**config.mk**
```make
export PLATFORM = sky130hd
export DESIGN_NAME = video_vram_arbiter_flat
export DESIGN_NICKNAME = d
export VERILOG_FILES = /design/src/rtl/video_vram_arbiter_if.sv /design/src/rtl/video_vram_arbiter.sv /design/src/flat_wrapper.sv
export SDC_FILE = /design/constraint.sdc
export NUM_CORES = 1
export LEC_CHECK = 0
export BUFFER_PORTS_ARGS = -buffer_cell sky130_fd_sc_hd__buf_2
export CORE_MARGIN = 3
export CORE_UTILIZATION = 30
export CTS_CLUSTER_DIAMETER = 100
export DETAILED_ROUTE_END_ITERATION = 8
export HOLD_SLACK_MARGIN = 0.1
export PLACE_DENSITY_LB_ADDON = 0.08
export RECOVER_POWER = 50
export REMOVE_ABC_BUFFERS = 1
export SYNTH_ARGS = -nofsm -noshare
export SYNTH_HDL_FRONTEND = slang
export SYNTH_SLANG_ARGS = --single-unit
export TNS_END_PERCENT = 1
```
**constraint.sdc**
```tcl
create_clock -name clk -period 2.1 [get_ports clk]
set_input_delay 0.105 -clock clk [delete_from_list [all_inputs] [get_ports clk]]
set_output_delay 0.105 -clock clk [all_outputs]
set_load 0.005 [all_outputs]
```
**src/rtl/video_vram_arbiter_if.sv**
```systemverilog
// Bus bundle between the VRAM arbiter (slave) and its CPU, display fetch and RAM neighbours (master).
interface video_vram_arbiter_if #(
    parameter int unsigned ADDR_W = 12
);
    logic              cpu_valid;
    logic              cpu_ready;
    logic [3:0]        cpu_wstrb;
    logic [ADDR_W-1:0] cpu_addr;
    logic [31:0]       cpu_wdata;
    logic [31:0]       cpu_rdata;
    logic              vid_req;
    logic [ADDR_W-1:0] vid_addr;
    logic              vid_gnt;
    logic              vid_rvalid;
    logic [31:0]       vid_rdata;
    logic              mem_en;
    logic [3:0]        mem_we;
    logic [ADDR_W-1:0] mem_addr;
    logic [31:0]       mem_wdata;
    logic [31:0]       mem_rdata;

    modport slave (
        input  cpu_valid, cpu_wstrb, cpu_addr, cpu_wdata, vid_req, vid_addr, mem_rdata,
        output cpu_ready, cpu_rdata, vid_gnt, vid_rvalid, vid_rdata,
        output mem_en, mem_we, mem_addr, mem_wdata
    );

    modport master (
        output cpu_valid, cpu_wstrb, cpu_addr, cpu_wdata, vid_req, vid_addr, mem_rdata,
        input  cpu_ready, cpu_rdata, vid_gnt, vid_rvalid, vid_rdata,
        input  mem_en, mem_we, mem_addr, mem_wdata
    );
endinterface

```
**src/rtl/video_vram_arbiter.sv**
```systemverilog
// Single-port VRAM arbiter: display fetch has priority, CPU is forced a slot after CPU_MAX_WAIT losses.
// Optional macro VIDEO_ARB_STATS_EN adds the stall_cnt output counting CPU cycles lost to video.
module video_vram_arbiter #(
    parameter int unsigned ADDR_W       = 12,
    parameter int unsigned CPU_MAX_WAIT = 4
) (
    input  logic                clk,
    input  logic                resetn,
`ifdef VIDEO_ARB_STATS_EN
    output logic [15:0]         stall_cnt,
`endif
    video_vram_arbiter_if.slave bus
);
    localparam logic [3:0] MaxWait = 4'(CPU_MAX_WAIT);

    typedef enum logic [1:0] {C_IDLE, C_READ, C_ACK} cpu_state_e;

    cpu_state_e        r_state;
    logic [3:0]        r_wait_cnt;
    logic              r_is_write;
    logic              r_cpu_ready;
    logic [31:0]       r_cpu_rdata;
    logic              r_vid_rvalid;

    logic              w_cpu_cand;
    logic              w_starve;
    logic              w_vid_sel;
    logic              w_vid_win;
    logic              w_cpu_win;
    logic [ADDR_W-1:0] w_mem_addr;

    // Grants are gated by resetn so the RAM sees no access while reset is held.
    always_comb begin
        w_cpu_cand = bus.cpu_valid && (r_state == C_IDLE);
        w_starve   = (r_wait_cnt == MaxWait);
        w_vid_sel  = bus.vid_req && !(w_cpu_cand && w_starve);
        w_vid_win  = resetn && w_vid_sel;
        w_cpu_win  = resetn && w_cpu_cand && !w_vid_sel;
        w_mem_addr = w_cpu_win ? bus.cpu_addr : bus.vid_addr;
    end

    assign bus.vid_gnt    = w_vid_win;
    assign bus.mem_en     = w_vid_win | w_cpu_win;
    assign bus.mem_we     = w_cpu_win ? bus.cpu_wstrb : 4'b0000;
    assign bus.mem_addr   = w_mem_addr;
    assign bus.mem_wdata  = w_cpu_win ? bus.cpu_wdata : 32'h0;
    assign bus.vid_rdata  = bus.mem_rdata;
    assign bus.cpu_ready  = r_cpu_ready;
    assign bus.cpu_rdata  = r_cpu_rdata;
    assign bus.vid_rvalid = r_vid_rvalid;

    always_ff @(posedge clk or negedge resetn) begin
        if (!resetn) begin
            r_state      <= C_IDLE;
            r_wait_cnt   <= 4'd0;
            r_is_write   <= 1'b0;
            r_cpu_ready  <= 1'b0;
            r_cpu_rdata  <= 32'h0;
            r_vid_rvalid <= 1'b0;
        end else begin
            r_vid_rvalid <= w_vid_win;
            r_cpu_ready  <= 1'b0;
            if (w_cpu_cand && w_vid_win) begin
                r_wait_cnt <= w_starve ? r_wait_cnt : r_wait_cnt + 4'd1;
            end else begin
                r_wait_cnt <= 4'd0;
            end
            case (r_state)
                C_IDLE: begin
                    if (w_cpu_win) begin
                        r_is_write <= |bus.cpu_wstrb;
                        r_state    <= C_READ;
                    end
                end
                C_READ: begin
                    r_cpu_rdata <= r_is_write ? 32'h0 : bus.mem_rdata;
                    r_cpu_ready <= 1'b1;
                    r_state     <= C_ACK;
                end
                C_ACK:   r_state <= C_IDLE;
                default: r_state <= C_IDLE;
            endcase
        end
    end

`ifdef VIDEO_ARB_STATS_EN
    logic [15:0] r_stall_cnt;

    always_ff @(posedge clk or negedge resetn) begin
        if (!resetn) begin
            r_stall_cnt <= 16'h0;
        end else if (w_cpu_cand && w_vid_win && (r_stall_cnt != 16'hFFFF)) begin
            r_stall_cnt <= r_stall_cnt + 16'd1;
        end
    end

    assign stall_cnt = r_stall_cnt;
`endif
endmodule
```
**src/flat_wrapper.sv**
```systemverilog
// flat-port wrapper written by rule: the top's interface ports become plain ports
module video_vram_arbiter_flat 
#(
    parameter int unsigned ADDR_W       = 12,
    parameter int unsigned CPU_MAX_WAIT = 4
)
  (clk, resetn, bus_cpu_valid, bus_cpu_wstrb, bus_cpu_addr, bus_cpu_wdata, bus_vid_req, bus_vid_addr, bus_mem_rdata, bus_cpu_ready, bus_cpu_rdata, bus_vid_gnt, bus_vid_rvalid, bus_vid_rdata, bus_mem_en, bus_mem_we, bus_mem_addr, bus_mem_wdata);
  video_vram_arbiter_if #(.ADDR_W(ADDR_W)) bus_i ();
  input  logic clk;
  input  logic resetn;
  input wire logic [$bits(bus_i.cpu_valid)-1:0] bus_cpu_valid;
  input wire logic [$bits(bus_i.cpu_wstrb)-1:0] bus_cpu_wstrb;
  input wire logic [$bits(bus_i.cpu_addr)-1:0] bus_cpu_addr;
  input wire logic [$bits(bus_i.cpu_wdata)-1:0] bus_cpu_wdata;
  input wire logic [$bits(bus_i.vid_req)-1:0] bus_vid_req;
  input wire logic [$bits(bus_i.vid_addr)-1:0] bus_vid_addr;
  input wire logic [$bits(bus_i.mem_rdata)-1:0] bus_mem_rdata;
  output wire logic [$bits(bus_i.cpu_ready)-1:0] bus_cpu_ready;
  output wire logic [$bits(bus_i.cpu_rdata)-1:0] bus_cpu_rdata;
  output wire logic [$bits(bus_i.vid_gnt)-1:0] bus_vid_gnt;
  output wire logic [$bits(bus_i.vid_rvalid)-1:0] bus_vid_rvalid;
  output wire logic [$bits(bus_i.vid_rdata)-1:0] bus_vid_rdata;
  output wire logic [$bits(bus_i.mem_en)-1:0] bus_mem_en;
  output wire logic [$bits(bus_i.mem_we)-1:0] bus_mem_we;
  output wire logic [$bits(bus_i.mem_addr)-1:0] bus_mem_addr;
  output wire logic [$bits(bus_i.mem_wdata)-1:0] bus_mem_wdata;
  assign bus_i.cpu_valid = bus_cpu_valid;
  assign bus_i.cpu_wstrb = bus_cpu_wstrb;
  assign bus_i.cpu_addr = bus_cpu_addr;
  assign bus_i.cpu_wdata = bus_cpu_wdata;
  assign bus_i.vid_req = bus_vid_req;
  assign bus_i.vid_addr = bus_vid_addr;
  assign bus_i.mem_rdata = bus_mem_rdata;
  assign bus_cpu_ready = bus_i.cpu_ready;
  assign bus_cpu_rdata = bus_i.cpu_rdata;
  assign bus_vid_gnt = bus_i.vid_gnt;
  assign bus_vid_rvalid = bus_i.vid_rvalid;
  assign bus_vid_rdata = bus_i.vid_rdata;
  assign bus_mem_en = bus_i.mem_en;
  assign bus_mem_we = bus_i.mem_we;
  assign bus_mem_addr = bus_i.mem_addr;
  assign bus_mem_wdata = bus_i.mem_wdata;
  video_vram_arbiter #(.ADDR_W(ADDR_W), .CPU_MAX_WAIT(CPU_MAX_WAIT)) u_core (.clk(clk), .resetn(resetn), .bus(bus_i));
endmodule
```
==> impl_metrics.toml <==
[run_status]
outcome = "complete, no violations"

[clocking]
cts_buffers = 5
insertion_delay_ps = 290
cts_root_buf = "clkbuf_8"
clk_pin_slew_ps = 80
cts_num_sinks = 41
cts_max_level = 2
tritoncts = "built"
cts_buffer_depth = 2

[placed_design]
place_hpwl_um = 5490
port_buffers = 211
post-place-ws_ps = 353
gp_congestion = 0.773
dp.cells = 526

[setup_path]
cp-end-kind = "output port"
crit_required_ps = 2000
path_max_fanout = 13
critPathKind = "reg2out"
worst_ep_arrival_time_ps = 1860
reg2reg_slack_ps = 420
cp-start-kind = "flop"
cp_slowest_stage_delay_ps = 410
crit_slowest_cell = "dfrtp_1"
crit_chain = "inv_1 -> ha_1 -> nand3b_4 -> a21oi_4 -> buf_12 -> mux2_1 -> buf_2"

[synthesis]
async_reset_ff_share_pct = 100
synth-compound-area-share_pct = 7.61
ys_seq_area_share_pct = 42.5
synth_simple_gate_area_share_pct = 26.4
ys_ff_latch = 41
syn_inst = 257
avgSynthCellArea_um2 = 9.40
yosys.area_share.adder_pct = 1.04
syn_area_um2 = 2420
synth_top_family_by_area = "simple AND/OR/NAND/NOR gates"
synth_cell_types = 28
synth-edff-count = 0
yosysWarningCount = 0
synthMuxAreaShare_pct = 7.61
synth_xor_area_share_pct = 0.725
synthFlopType = "dfrtp_1"

[worst_hold_path]
hp-class = "in2reg"

[timing]
rsz0062_at_grt = "false"
worst_slew_pin_slew_ps = 836
finClkSkew_ps = 4.80
fin_hold_ws_ps = 149
slew_violations = 0
fmax_mhz = 510
finalSetupViolCount = 0
hold_viol = 0
finalCriticalPeriod_ps = 1960
slew-limit-headroom_pct = 44.3
fin_ws_ps = 137
finalSetupTns_ps = 0
fin_crit_sh_pct = 93.5

[drt]
drt-total-wl_um = 7570
wl_per_cell_um = 13.3
vias_per_cell = 4.12
drc = 0
vias = 2347
detail-route-antenna-nets = 0
drt-initial-drc-count = 22
first_pass_iters = 4

[pwr]
cellPowerDensity_nw_per_um2 = 524
p_leak_nw = 1.95
irDropWorstVdd_mv = 0.230

[cells_and_area]
n_fill_cell = 818
areaGrowthSynthToFinish_pct = 56.2
nets = 565
layout-drive-gt1-share_pct = 41.2
stdcell_count = 570
diodes = 0

[floorplanning]
dieArea_um2 = 9170
row_count = 32
ios = 212
coreArea_um2 = 7770
initial_core_util_pct = 31.1
die_y_um = 95.7
die_x_um = 95.7

[grt]
grt_pass1_wl_um = 11200
grt_pass1_vias = 2324
antenna_found_initial = 0
grtUsageTotal_pct = 15.7
grt_max_degree = 51
grt-ovfl-total = 0

[run]
maxCapViolations = 0
==> synth_stat cells, drive strengths merged, types with 2 or more instances <==
cell type,n,share of area (%)
inv,5,0.78
ha,2,1.0
mux2,13,7.6
buf,40,12
clkbuf,7,1.2
nor2,4,0.62
and2,36,9.3
nand2,32,5.0
dfrtp,41,42
nand2b,34,8.8
o21ai,32,6.6
==> routing by layer <==
| metal | up-vias | part of all wire (%) | global-route usage, % | wire (µm) |
|---|---|---|---|---|
| met5 | - | 0 | 0 | 0 |
| met4 | 0 | 0.74 | 3.44 | 56 |
| met3 | 6 | 7.1 | 4.30 | 536 |
| met2 | 101 | 53 | 28.6 | 4030 |
| met1 | 1034 | 39 | 18.2 | 2950 |
| li1 | 1206 | - | - | - |
==> worst paths after layout <==
kind,from,to,depth (start not counted)
worst max-delay path,u_core.r_wait_cnt[0]$_DFFE_PN0P_,bus_mem_addr[5],7
worst min-delay path,bus_vid_req,u_core.bus.vid_rvalid$_DFF_PN0_,2
worst max register to register,u_core.r_wait_cnt[0]$_DFFE_PN0P_,u_core.r_is_write$_DFFE_PN0P_,7
worst min register to register,u_core.bus.cpu_rdata[7]$_DFFE_PN0P_,u_core.bus.cpu_rdata[7]$_DFFE_PN0P_,2
max in group asynchronous,resetn,u_core.bus.cpu_rdata[1]$_DFFE_PN0P_,3
min in group asynchronous,resetn,u_core.bus.vid_rvalid$_DFF_PN0_,3
==> cell usage in the layout, fill, tap and decap left out, types with 2 or more instances in the layout <==
| cell | n |
|---|---|
| nand2_1 | 32 |
| o21ai_0 | 32 |
| mux2_1 | 3 |
| buf_12 | 2 |
| clkbuf_8 | 6 |
| buf_2 | 167 |
| buf_4 | 2 |
| ha_1 | 2 |
| clkbuf_16 | 2 |
| nand2b_1 | 33 |
| clkbuf_1 | 45 |
| mux2_4 | 10 |
| dlygate4sd3_1 | 33 |
| nor2_1 | 4 |
| inv_1 | 5 |
| and2_1 | 36 |
| dfrtp_1 | 41 |
==> per-stage QoR <==
| stage | instance area, µm² | power [W] | util (%) |
|---|---|---|---|
| after floorplan | 2090 | 0.00103 | - |
| after global placement | 3330 | 0.00130 | 42.8 |
| after detailed placement | 3330 | 0.00131 | 42.8 |
| after CTS | 3770 | 0.00202 | 48.6 |
| after global routing | 3770 | 0.00211 | 48.6 |
| final | 3770 | 0.00198 | 48.6 |
==> registers in the layout (all words and copies together) (netlist names) <==
name / flops
u_core.bus.cpu_ready: 1
u_core.r_is_write: 1
u_core.r_state: 2
u_core.bus.cpu_rdata: 32
u_core.r_wait_cnt: 4
u_core.bus.vid_rvalid: 1
==> kinds of logic (layout without fill, tap and decap cells) <==
kind of cell,Yosys count,in the layout
simple gates,113,113
compound gates,34,34
mux,13,13
flops,41,41
xor+xnor,2,2
buf+inv,52,263
fa+ha+maj,2,2
==> layout make-up <==
| type | instances | area, µm² | share of cell area (%) |
|---|---|---|---|
| multi-input cells | 164 | 1050 | 27.8 |
| repair buffers | 250 | 1440 | 38.1 |
| inverters | 5 | 18.8 | 0.497 |
| clock inverters | 1 | 30.0 | 0.795 |
| clock buffers | 7 | 86.3 | 2.29 |
| well taps | 102 | 128 | 3.38 |
| flip-flops and latches | 41 | 1030 | 27.2 |
==> report_power, final <==
group	switching [W]	total [W]	leakage (nW)	internal (W)
clock	0.000263	0.000651	0.0585	0.000388
combinational	0.000188	0.000442	1.33	0.000253
sequential	0.0000397	0.000887	0.560	0.000847
==> worst max-delay path: cells and delay by family, from the launching register on <==
family,cells,cell delay [ps]
flops,1,410
buf+inv,3,380
mux,1,330
fa+ha+maj,1,190
compound gates,1,170
simple gates,1,100
==> timing repair <==
action	4_1_cts	5_1_grt
hold buffers	33	0
setup buffers	0	1
hold endpoints to repair	73	0
gates resized for setup	0	0
endpoints found under the setup margin	0	12
Power figures use the tool's default switching activity.
